`src/rtl/regfile_write_sched.sv`:
```
// regfile_write_sched: clears the register file after reset, then round-robins its write port between two requesters
module regfile_write_sched #(
  parameter int NUM_REGS = 32,
  parameter int ADDR_W = 5,
  parameter int DATA_W = 32,
  parameter logic [DATA_W-1:0] CLEAR_VAL = '0
) (
  input  logic              clk,
  input  logic              reset,
  input  logic              a_valid,
  output logic              a_ready,
  input  logic [ADDR_W-1:0] a_reg,
  input  logic [DATA_W-1:0] a_data,
  input  logic              b_valid,
  output logic              b_ready,
  input  logic [ADDR_W-1:0] b_reg,
  input  logic [DATA_W-1:0] b_data,
  output logic              init_done,
  output logic              rf_regwrite,
  output logic [ADDR_W-1:0] rf_writereg,
  output logic [DATA_W-1:0] rf_writedata
);
  typedef enum logic [1:0] {INIT = 2'd0, RUN = 2'd1} state_t;
  localparam logic [ADDR_W:0] SWEEP_END = NUM_REGS[ADDR_W:0];
  state_t state_q;
  logic [ADDR_W:0] cnt_q;
  logic rr_q;
  logic init_done_q, rf_regwrite_q;
  logic [ADDR_W-1:0] rf_writereg_q, sel_reg;
  logic [DATA_W-1:0] rf_writedata_q, sel_data;
  logic run;
  // rr_q low favours A, high favours B when both request
  assign run = state_q == RUN;
  assign a_ready = run && a_valid && (!b_valid || !rr_q);
  assign b_ready = run && b_valid && (!a_valid || rr_q);
  assign sel_reg = a_ready ? a_reg : b_reg;
  assign sel_data = a_ready ? a_data : b_data;
  assign init_done = init_done_q;
  assign rf_regwrite = rf_regwrite_q;
  assign rf_writereg = rf_writereg_q;
  assign rf_writedata = rf_writedata_q;
  always_ff @(posedge clk) begin
    if (reset) begin
      state_q <= INIT;
      cnt_q <= '0;
      rr_q <= 1'b0;
      init_done_q <= 1'b0;
      rf_regwrite_q <= 1'b0;
      rf_writereg_q <= '0;
      rf_writedata_q <= '0;
    end else begin
      case (state_q)
        INIT: begin
          if (cnt_q == SWEEP_END) begin
            state_q <= RUN;
            rf_regwrite_q <= 1'b0;
            init_done_q <= 1'b1;
          end else begin
            rf_regwrite_q <= 1'b1;
            rf_writereg_q <= cnt_q[ADDR_W-1:0];
            rf_writedata_q <= CLEAR_VAL;
            cnt_q <= cnt_q + 1'b1;
          end
        end
        RUN: begin
          // a $0 write still consumes the grant but never reaches the regfile
          if (a_ready || b_ready) begin
            rf_regwrite_q <= sel_reg != '0;
            rf_writereg_q <= sel_reg;
            rf_writedata_q <= sel_data;
            rr_q <= a_ready;
          end else begin
            rf_regwrite_q <= 1'b0;
          end
        end
        default: begin
          state_q <= INIT;
          cnt_q <= '0;
          init_done_q <= 1'b0;
          rf_regwrite_q <= 1'b0;
        end
      endcase
    end
  end
endmodule

```
`config.mk`:
```
export PLATFORM = sky130hd
export DESIGN_NAME = regfile_write_sched
export DESIGN_NICKNAME = d
export VERILOG_FILES = /design/src/rtl/regfile_write_sched.sv
export SDC_FILE = /design/constraint.sdc
export NUM_CORES = 1
export LEC_CHECK = 0
export ABC_AREA = 1
export CAP_MARGIN = 10
export CELL_PAD_IN_SITES_DETAIL_PLACEMENT = 0
export CELL_PAD_IN_SITES_GLOBAL_PLACEMENT = 1
export CORE_MARGIN = 2
export CORE_UTILIZATION = 27
export DETAILED_ROUTE_END_ITERATION = 8
export GPL_TIMING_DRIVEN = 0
export HOLD_SLACK_MARGIN = 0.1
export MAX_ROUTING_LAYER = met4
export PLACE_DENSITY_LB_ADDON = 0.05
export RECOVER_POWER = 25
export SYNTH_ARGS = -nofsm -noshare
export SYNTH_HDL_FRONTEND = slang
export SYNTH_SLANG_ARGS = --single-unit
```
`constraint.sdc`:
```
create_clock -name clk -period 1.85 [get_ports clk]
set_input_delay 0.37 -clock clk [delete_from_list [all_inputs] [get_ports clk]]
set_output_delay 0.37 -clock clk [all_outputs]
set_load 0.01 [all_outputs]
```
==> results.sh, run 1 <==
export IMPL_cp_max_fo=10
export IMPL_initial_utilization=0.282
export IMPL_yosysTopAreaCell="dfxtp_1"
export IMPL_wirelength_um=7870
export IMPL_crit_path_end_kind="primary output"
export IMPL_layout_drive_gt1_share=0.142
export IMPL_grt_max_degree=13
export IMPL_route_detailed_vias_per_inst=4.43
export IMPL_max_vdd_ir_drop_mv=0.224
export IMPL_cts_path_max_buffers=2
export IMPL_reg2reg_to="rf_writedata[22]"
export IMPL_cts_sink_count=46
export IMPL_ys_top_cells_by_count="74 x nor2_1, 49 x o21ai_1, 46 x dfxtp_1, 44 x nand2_1, 40 x a21oi_1"
export IMPL_via_count_of_the_first_global_routing_pass=2640
export IMPL_critical_path_slowest_cell="dfxtp_1"
export IMPL_cellLeakagePower_nw=1.60
export IMPL_synthFlopType="dfxtp_1"
export IMPL_ys_seq_elements=46
export IMPL_total_power_mw=1.86
export IMPL_synth_enable_flop_cells=0
export IMPL_wl_per_cell_um=13.0
export IMPL_grt_total_usage=0.163
export IMPL_final_fill_count=955
export IMPL_design_final_nets=579
export IMPL_clk_transition_reported_paths_ns=0.09
export IMPL_synth_seq_area_share=0.371
export IMPL_critical_path_max_stage_delay_ns=0.39
export IMPL_clkLatencyLatePin_ns=0.30
export IMPL_dpl_hpwl_um=6030
export IMPL_placed_area_mm2=0.00380
export IMPL_min_delay_worst_endpoint="rf_writereg[1]"
export IMPL_yosysMostFrequentCell="nor2_1"
export IMPL_non_filler_cell_area_final_mm2=0.00391
export IMPL_die_height_um=99.9
export IMPL_antenna_diode_count=0
export IMPL_port_buffer_count=118
export IMPL_count_of_mapped_cells_out_of_synthesis=373
export IMPL_max_freq_mhz=584
export IMPL_crit_required_ns=1.48
export IMPL_critical_path_cell_chain="nand2_2, a21oi_4, buf_6, clkdlybuf4s15_2"
export IMPL_netlist_top_cells_area="dfxtp_1 37%, nor2_1 11%, o21ai_1 9.9%"
export IMPL_max_slew_margin_rel=0.668
export IMPL_worstRegToRegCells=9
export IMPL_holdCritPathClass="flip-flop to flip-flop"
export IMPL_synth_area_per_cell_um2=6.66
export IMPL_multi_input_area_mm2=0.00126
export IMPL_period_minus_slack_ns=1.71
export IMPL_crit_path_launch_type="flip-flop"
export IMPL_floorplan_core_area_mm2=0.00881
export IMPL_p_r_area_growth_vs_syn_pct=57.5
export IMPL_worst_clock_skew_ns=0.0111
export IMPL_post_synth_top_area_fraction=0.371
export IMPL_drt_initial_drc_count=83
export IMPL_antenna_violations_before_repair=0
export IMPL_final_hold_viol_count=0
export IMPL_netlist_area_mm2=0.00248
export IMPL_numCtsBuffers=5
export IMPL_syn_nets=453
export IMPL_whs_ns=0.474
export IMPL_run_status="finished clean"
export IMPL_min_from="rf_writereg[1]"
export IMPL_drt_drc_violations_left=0
export IMPL_dieArea_mm2=0.00998
export IMPL_finalWeightedCongestion=0.832
export IMPL_rsz0062_at_grt="no"
export IMPL_worst_hold_path_num_cells=2
export IMPL_grt_pass1_wl_um=12600
export IMPL_layout_area_seq_um2=922
export IMPL_die_width_um=99.9
export IMPL_cap_violations=0
export IMPL_cts_htree_levels=2
export IMPL_post_layout_instance_count_excluding_filler_cells=607
export IMPL_tritoncts_clock_tree="built"
export IMPL_synthesis_yosys_warnings=0
export IMPL_crit_path_category="flip-flop to primary output"
export IMPL_synthDistinctLibCells=24
export IMPL_floorplan_io_pins=119
export IMPL_finalMaxSlewViolations=0
export IMPL_post_route_period_util=0.926
export IMPL_cellPowerDensity_mw_per_mm2=477
export IMPL_reg2reg_slack_ns=0.16
export IMPL_vias=2688
export IMPL_holdBufCountCts=0
export IMPL_drt_antenna_violating_nets=0
export IMPL_drt_pass1_iter_count=4
export IMPL_finalSetupViolations=0
export IMPL_asyncSetResetFlopFracSynth=0
export IMPL_worst_pin_slew_ns=0.498
export IMPL_placedCellCount=599
export IMPL_row_count=34
export IMPL_rr_startpoint="cnt_q[0]"
export IMPL_clock_tree_root_cell="clkbuf_8"
export IMPL_grt_overflow_total=0
export IMPL_cp_data_arrival_time_ns=1.34
[logic make-up after synthesis]
kind of cell	count (synthesis)	share of synthesized area
AND/OR/NAND/NOR	138	0.230
AO/OA/AOI/OAI	115	0.264
buffers and inverters	72	0.125
flip-flops	46	0.371
adder cells (fa/ha/maj)	2	0.0101
[final cells by class]
cell class,instances,share of cell area
plain buffers,23,0.0371
clock buffers,7,0.0195
multi-input cells,255,0.323
well taps,108,0.0345
inverters,49,0.0470
repair buffers,119,0.303
flip-flops and latches,46,0.236
[critical path, delay by kind of cell, from the launching register on]
family / cells / cell delay, ns
AOI/OAI and AO/OA: 1 / 0.15
buffers and inverters: 2 / 0.37
DFF: 1 / 0.39
and+or+nand+nor: 1 / 0.12
[worst max path at each step]
stage / from / endpoint / depth (start not counted)
finish: init_done / a_ready / 4
global route: cnt_q[0] / rf_writedata[24] / 9
global placement: a_valid / a_ready / 5
detailed placement: a_valid / a_ready / 5
floorplan: cnt_q[0] / rf_writedata[0] / 9
CTS: cnt_q[0] / rf_writedata[14] / 9
[flip-flops by register name (all words and copies together), names as in the netlist]
signal and flops:
rf_writedata 32, cnt_q 6, rf_writereg 5, init_done 1, rf_regwrite 1, rr_q 1
[stage by stage]
stage               setup slack, ns  TNS (ns)  utilization
floorplan                     0.384         0            -
global route                 0.0259         0        0.444
CTS                          0.0888         0        0.444
global placement             -0.768     -8.51        0.432
detailed placement           -0.756     -8.04        0.432
finish                        0.137         0        0.444
[timing repair]
action | CTS | global route
pin swaps | 1 | 0
setup buffers | 1 | 0
setup endpoints to repair | 3 | 20
gates resized for setup | 14 | 3
[per-layer routing]
layer / GRT usage / wire length (µm) / vias to the layer above
li1: - / - / 1441
met1: 0.197 / 3600 / 1178
met2: 0.275 / 3780 / 65
met3: 0.0411 / 459 / 4
met4: 0.0316 / 36 / 0
met5: - / 0 / -
[placed cells by master (no fill, tap or decap), types with 5 or more instances in the layout]
cell type        instances
clkdlybuf4s50_1         98
inv_1                   27
inv_2                   22
nor2_1                  74
dlygate4sd3_1           16
clkbuf_8                 5
nand3_1                  7
nand2_1                 43
buf_6                    5
o21ai_1                 49
a21oi_1                 40
dfxtp_1                 45
o21ai_2                 20
clkbuf_1                10
[power breakdown]
part           switching (mW)  internal [mW]
logic                  0.0812          0.175
registers              0.0101           1.00
clock network           0.337          0.261
total                   0.429           1.44
No activity file was read; power rests on OpenSTA's default activity.
==> inputs of run 2 (changes only) <==
- HOLD_SLACK_MARGIN: 0.1 -> unset
- PLACE_DENSITY_LB_ADDON: 0.05 -> 0.1
==> run 2 against run 1 <==
  * Non-clock buffer count is the same
  * Power grew 8.9%
  * Via count increased by 0.67%
  * Final cell count rose by 0.16%
  * Routed wire length increased by 0.95%
  * Register-to-register slack improved by 0.03 ns
  * First-iteration DRC count shrank 36%
  * Sequential share of layout area fell by 0.22 points
  * Critical path depth unchanged
  * Final area grew 0.96%
  * Utilization up 0.43 points
  * Clock power grew 28%
  * Critical endpoint is now b_ready
==> results.sh, run 2 (synthesis results as in run 1) <==
export IMPL_run_status="finished clean"
export IMPL_cts_sink_count=46
export IMPL_drt_antenna_violating_nets=0
export IMPL_share_clk_of_total_power=0.377
export IMPL_drt_pass1_iter_count=4
export IMPL_cellPowerDensity_mw_per_mm2=514
export IMPL_cts_htree_levels=2
export IMPL_worstRegToRegCells=9
export IMPL_numCtsBuffers=5
export IMPL_max_slew_margin_rel=0.681
export IMPL_worst_clock_skew_ns=0.00683
export IMPL_floorplan_io_pins=119
export IMPL_share_comb_of_total_power=0.126
export IMPL_finalSetupViolations=0
export IMPL_initial_utilization=0.282
export IMPL_final_hold_viol_count=0
export IMPL_crit_path_end_kind="primary output"
export IMPL_cap_violations=0
export IMPL_seq_power_share=0.498
export IMPL_route_detailed_vias_per_inst=4.45
export IMPL_antenna_violations_before_repair=0
export IMPL_holdCritPathClass="flip-flop to flip-flop"
export IMPL_crit_required_ns=1.48
export IMPL_antenna_diode_count=0
export IMPL_non_filler_cell_area_final_mm2=0.00395
export IMPL_power_switching_share=0.225
export IMPL_wl_per_cell_um=13.1
export IMPL_max_freq_mhz=571
export IMPL_crit_path_launch_type="flip-flop"
export IMPL_period_minus_slack_ns=1.75
export IMPL_dieArea_mm2=0.00998
export IMPL_worst_hold_path_num_cells=2
export IMPL_final_fill_count=904
export IMPL_layout_cells_most_common_list="98 x clkdlybuf4s50_1, 74 x nor2_1, 49 x o21ai_1"
export IMPL_grt_overflow_total=0
export IMPL_crit_path_category="flip-flop to primary output"
export IMPL_tritoncts_clock_tree="built"
export IMPL_finalWeightedCongestion=0.786
export IMPL_grt_pass1_wl_um=12500
export IMPL_layout_drive_gt1_share=0.148
export IMPL_post_route_period_util=0.947
export IMPL_worst_pin_slew_ns=0.478
export IMPL_p_sw_uw=457
export IMPL_total_power_mw=2.03
export IMPL_placed_area_mm2=0.00380
export IMPL_die_height_um=99.9
export IMPL_via_count_of_the_first_global_routing_pass=2575
export IMPL_cts_path_max_buffers=2
export IMPL_max_vdd_ir_drop_mv=0.244
export IMPL_design_final_nets=579
export IMPL_clock_tree_root_cell="clkbuf_8"
export IMPL_wirelength_um=7940
export IMPL_die_width_um=99.9
export IMPL_grt_max_degree=15
export IMPL_row_count=34
export IMPL_floorplan_core_area_mm2=0.00881
export IMPL_cp_data_arrival_time_ns=1.38
export IMPL_dpl_hpwl_um=5960
export IMPL_drt_drc_violations_left=0
export IMPL_intPower_mw=1.57
export IMPL_layout_core_utilization=0.448
export IMPL_clkLatencyLatePin_ns=0.31
export IMPL_clk_transition_reported_paths_ns=0.09
export IMPL_rsz0062_at_grt="no"
export IMPL_cellLeakagePower_nw=1.62
export IMPL_drt_initial_drc_count=53
export IMPL_vias=2706
export IMPL_cp_max_fo=10
export IMPL_p_r_area_growth_vs_syn_pct=59.0
export IMPL_grt_total_usage=0.162
export IMPL_port_buffer_count=118
export IMPL_layout_cells_most_common="clkdlybuf4s50_1"
export IMPL_largest_reg_flops=32
export IMPL_finalMaxSlewViolations=0
run 2: cell count changes in the layout (fill, tap and decap cells not counted), sizes merged:
cell,delta
clkinv,+2
clkbuf,-2
bufinv,+1
run 2: metal layers:
| metal | share of wire | track usage | wire length (µm) |
|---|---|---|---|
| met3 | 0.060 | 0.0411 | 480 |
| met5 | 0 | - | 0 |
| met1 | 0.46 | 0.205 | 3680 |
| met4 | 0.012 | 0.0421 | 97 |
| met2 | 0.46 | 0.259 | 3680 |
run 2: through the flow:
stage / cells / worst slack (ns) / setup TNS (ns) / hold WS [ns]
after floorplan: 373 / 0.384 / 0 / 0.439
after global placement: 599 / -0.807 / -9.86 / 0.464
after detailed placement: 599 / -0.786 / -9.16 / 0.464
after CTS: 608 / 0.0119 / 0 / 0.479
after global routing: 608 / 0.0153 / 0 / 0.499
final: 608 / 0.0983 / 0 / 0.473
run 2: power groups by stage:
stage                     sequential, mW  clock, mW  combinational [mW]
after CTS                           1.01      0.796               0.257
after global placement              1.03          0               0.258
final                               1.01      0.765               0.255
after detailed placement            1.03          0               0.257
after global routing                1.01      0.819               0.279
after floorplan                     1.03          0              0.0641
run 2: area by class of cell:
class | count | area [µm²] | area share
Multi-Input combinational cell | 255 | 1270 | 0.321
Tap cell | 108 | 135 | 0.0342
Buffer | 23 | 145 | 0.0368
Clock inverter | 3 | 40.0 | 0.0101
Clock buffer | 5 | 68.8 | 0.0174
Inverter | 49 | 184 | 0.0466
Timing Repair Buffer | 119 | 1190 | 0.300
Sequential cell | 46 | 922 | 0.234
run 2: what timing repair did:
action                                  in CTS  in global routing
resized for setup                           13                  6
setup buffers                                1                  0
endpoints found under the setup margin       2                 33
pin swaps                                    1                  0
hold buffers                                 0                  0
run 2: path summary, 6_finish.rpt:
path             startpoint          endpoint  slack [ns]
min          rf_writereg[1]    rf_writereg[1]        0.47
min reg2reg  rf_writereg[1]    rf_writereg[1]        0.47
max reg2reg        cnt_q[1]  rf_writedata[17]        0.19
max               init_done           b_ready         0.1
run 2: critical path, cell delays in order (launching register included):
cell,delay [ns]
dfxtp_1,0.41
buf_6,0.17
nand2_1,0.07
a21oi_1,0.14
dlygate4sd2_1,0.29
==> inputs of run 3 (changes only) <==
- CTS_CLUSTER_SIZE: unset -> 10
- REMOVE_ABC_BUFFERS: unset -> 1
==> run 3 against run 2 <==
  * First-iteration DRC count rose by 43%
  * Count of clock-buffer cells in the layout grew 1
  * Setup slack worse by 0.013 ns
  * Sequential share of layout area fell by 0.26 points
  * Flip-flop and latch count is the same
  * Critical path type unchanged
  * Clock power increased by 21%
  * Die area unchanged
  * Clock skew decreased by 0.0017 ns
  * Critical path depth down 2
  * Non-clock buffer count decreased by 14
==> results.sh, run 3 (synthesis results as in run 1) <==
export IMPL_period_minus_slack_ns=1.76
export IMPL_max_vdd_ir_drop_mv=0.263
export IMPL_max_slew_margin_rel=0.653
export IMPL_grt_overflow_total=0
export IMPL_non_filler_cell_area_final_mm2=0.00401
export IMPL_top_layer="met4"
export IMPL_wirelength_um=8360
export IMPL_rr_startpoint="init_done"
export IMPL_drt_antenna_violating_nets=0
export IMPL_run_status="finished clean"
export IMPL_crit_path_category="flip-flop to primary output"
export IMPL_clkLatencyLatePin_ns=0.30
export IMPL_grt_total_usage=0.164
export IMPL_share_comb_of_total_power=0.117
export IMPL_crit_path_end_kind="primary output"
export IMPL_p_sw_uw=439
export IMPL_post_layout_instance_count_excluding_filler_cells=595
export IMPL_clk_transition_reported_paths_ns=0.09
export IMPL_post_route_period_util=0.954
export IMPL_die_height_um=99.9
export IMPL_route_detailed_vias_per_inst=4.57
export IMPL_whs_ns=0.473
export IMPL_crit_required_ns=1.48
export IMPL_cts_htree_levels=2
export IMPL_vias=2720
export IMPL_drt_pass1_iter_count=4
export IMPL_max_freq_mhz=567
export IMPL_setup_slack_ns=0.0851
export IMPL_cellLeakagePower_nw=1.62
export IMPL_placedCellCount=578
export IMPL_wl_met3_um=472
export IMPL_drt_drc_violations_left=0
export IMPL_seq_power_share=0.460
export IMPL_intPower_mw=1.75
export IMPL_layout_cells_most_common_list="100 x clkdlybuf4s50_1, 74 x nor2_1, 48 x o21ai_1"
export IMPL_numCtsBuffers=5
export IMPL_cp_data_arrival_time_ns=1.39
export IMPL_largest_reg_flops=32
export IMPL_grt_max_degree=66
export IMPL_antenna_violations_before_repair=0
export IMPL_layout_cells_most_common="clkdlybuf4s50_1"
export IMPL_finalSetupViolations=0
export IMPL_min_from="rf_writereg[3]"
export IMPL_cp_max_fo=7
export IMPL_met2_length_um=3780
export IMPL_antenna_diode_count=0
export IMPL_placed_area_mm2=0.00374
export IMPL_row_count=34
export IMPL_worst_hold_path_num_cells=2
export IMPL_port_buffer_count=118
export IMPL_finalWeightedCongestion=0.717
export IMPL_via_count_of_the_first_global_routing_pass=2539
export IMPL_final_hold_viol_count=0
export IMPL_drt_met1_wl_um=4010
export IMPL_dieArea_mm2=0.00998
export IMPL_holdBufCountCts=0
export IMPL_clock_tree_root_cell="clkbuf_8"
export IMPL_dp_worst_setup_slack_ns=-0.873
export IMPL_cellPowerDensity_mw_per_mm2=547
export IMPL_cap_violations=0
export IMPL_tritoncts_clock_tree="built"
export IMPL_cts_sink_count=46
export IMPL_drt_initial_drc_count=76
export IMPL_p_r_area_growth_vs_syn_pct=61.5
export IMPL_rsz0062_at_grt="no"
export IMPL_layout_drive_gt1_share=0.150
export IMPL_share_clk_of_total_power=0.422
export IMPL_holdCritPathClass="flip-flop to flip-flop"
export IMPL_design_final_nets=566
export IMPL_crit_start="init_done"
export IMPL_grt_pass1_wl_um=12600
export IMPL_worstRegToRegCells=7
export IMPL_initial_utilization=0.282
export IMPL_die_width_um=99.9
export IMPL_wl_per_cell_um=14.1
export IMPL_floorplan_io_pins=119
export IMPL_crit_path_launch_type="flip-flop"
export IMPL_dpl_hpwl_um=5120
export IMPL_reg2reg_slack_ns=0.19
export IMPL_floorplan_core_area_mm2=0.00881
export IMPL_power_switching_share=0.200
export IMPL_total_power_mw=2.19
export IMPL_worst_pin_slew_ns=0.520
export IMPL_cts_path_max_buffers=2
export IMPL_worst_clock_skew_ns=0.00517
export IMPL_reg2reg_to="rf_writedata[11]"
export IMPL_finalMaxSlewViolations=0
export IMPL_min_delay_worst_endpoint="rf_writereg[3]"
[run 3: changes by cell type in the layout (fill, tap and decap cells not counted), sizes merged]
cell,previous run,this run
clkbuf,16,7
clkdlybuf4s50,98,100
clkinv,2,0
dlygate4sd3,16,14
nand2,47,48
bufinv,1,2
bufbuf,0,1
buf,13,8
[run 3: worst max path at each step]
stage               slack (ns)  cells past startpoint              to
CTS                       0.01                      9  rf_writereg[4]
floorplan                -0.65                      7  rf_writereg[3]
finish                    0.09                      2       init_done
global placement         -2.38                      3         a_ready
global route              0.03                      2       init_done
detailed placement       -0.87                      4         a_ready
[run 3: final cells by class]
class,instances,area (µm²)
Clock buffer,6,82.6
Clock inverter,2,60.1
Fill cell,929,4800
Inverter,49,184
Multi-Input combinational cell,256,1300
Sequential cell,46,926
Tap cell,108,135
Timing Repair Buffer,128,1320
[run 3: layer usage]
metal / vias up / global-route usage
met5: - / -
met4: 0 / 0.0390
met3: 11 / 0.0292
met2: 88 / 0.264
met1: 1202 / 0.214
li1: 1419 / -
[run 3: power groups by stage]
stage               clock network, mW  registers [mW]  logic, mW
finish                          0.926            1.01      0.258
global route                    0.997            1.01      0.281
CTS                             0.953            1.01      0.261
detailed placement                  0            1.03      0.260
global placement                    0            1.03      0.254
floorplan                           0            1.03     0.0621
[run 3: through the flow]
stage / TNS, ns / utilization
after floorplan: -23.98 / -
after global placement: -73.82 / 0.417
after detailed placement: -23.13 / 0.425
after CTS: 0 / 0.454
after global routing: 0 / 0.455
final: 0 / 0.455
[run 3: timing repair]
action                                  CTS  global route
gates cloned                              1             1
setup buffers                             7             0
pin swaps                                 0             1
endpoints found under the setup margin   42            34
hold endpoints to repair                  0             0
gates resized for setup                  10             2
[run 3: worst max-delay path, stage by stage (launching register included)]
cell,delay (ns)
dfxtp_4,0.38
buf_4,0.17
clkdlybuf4s50_1,0.55
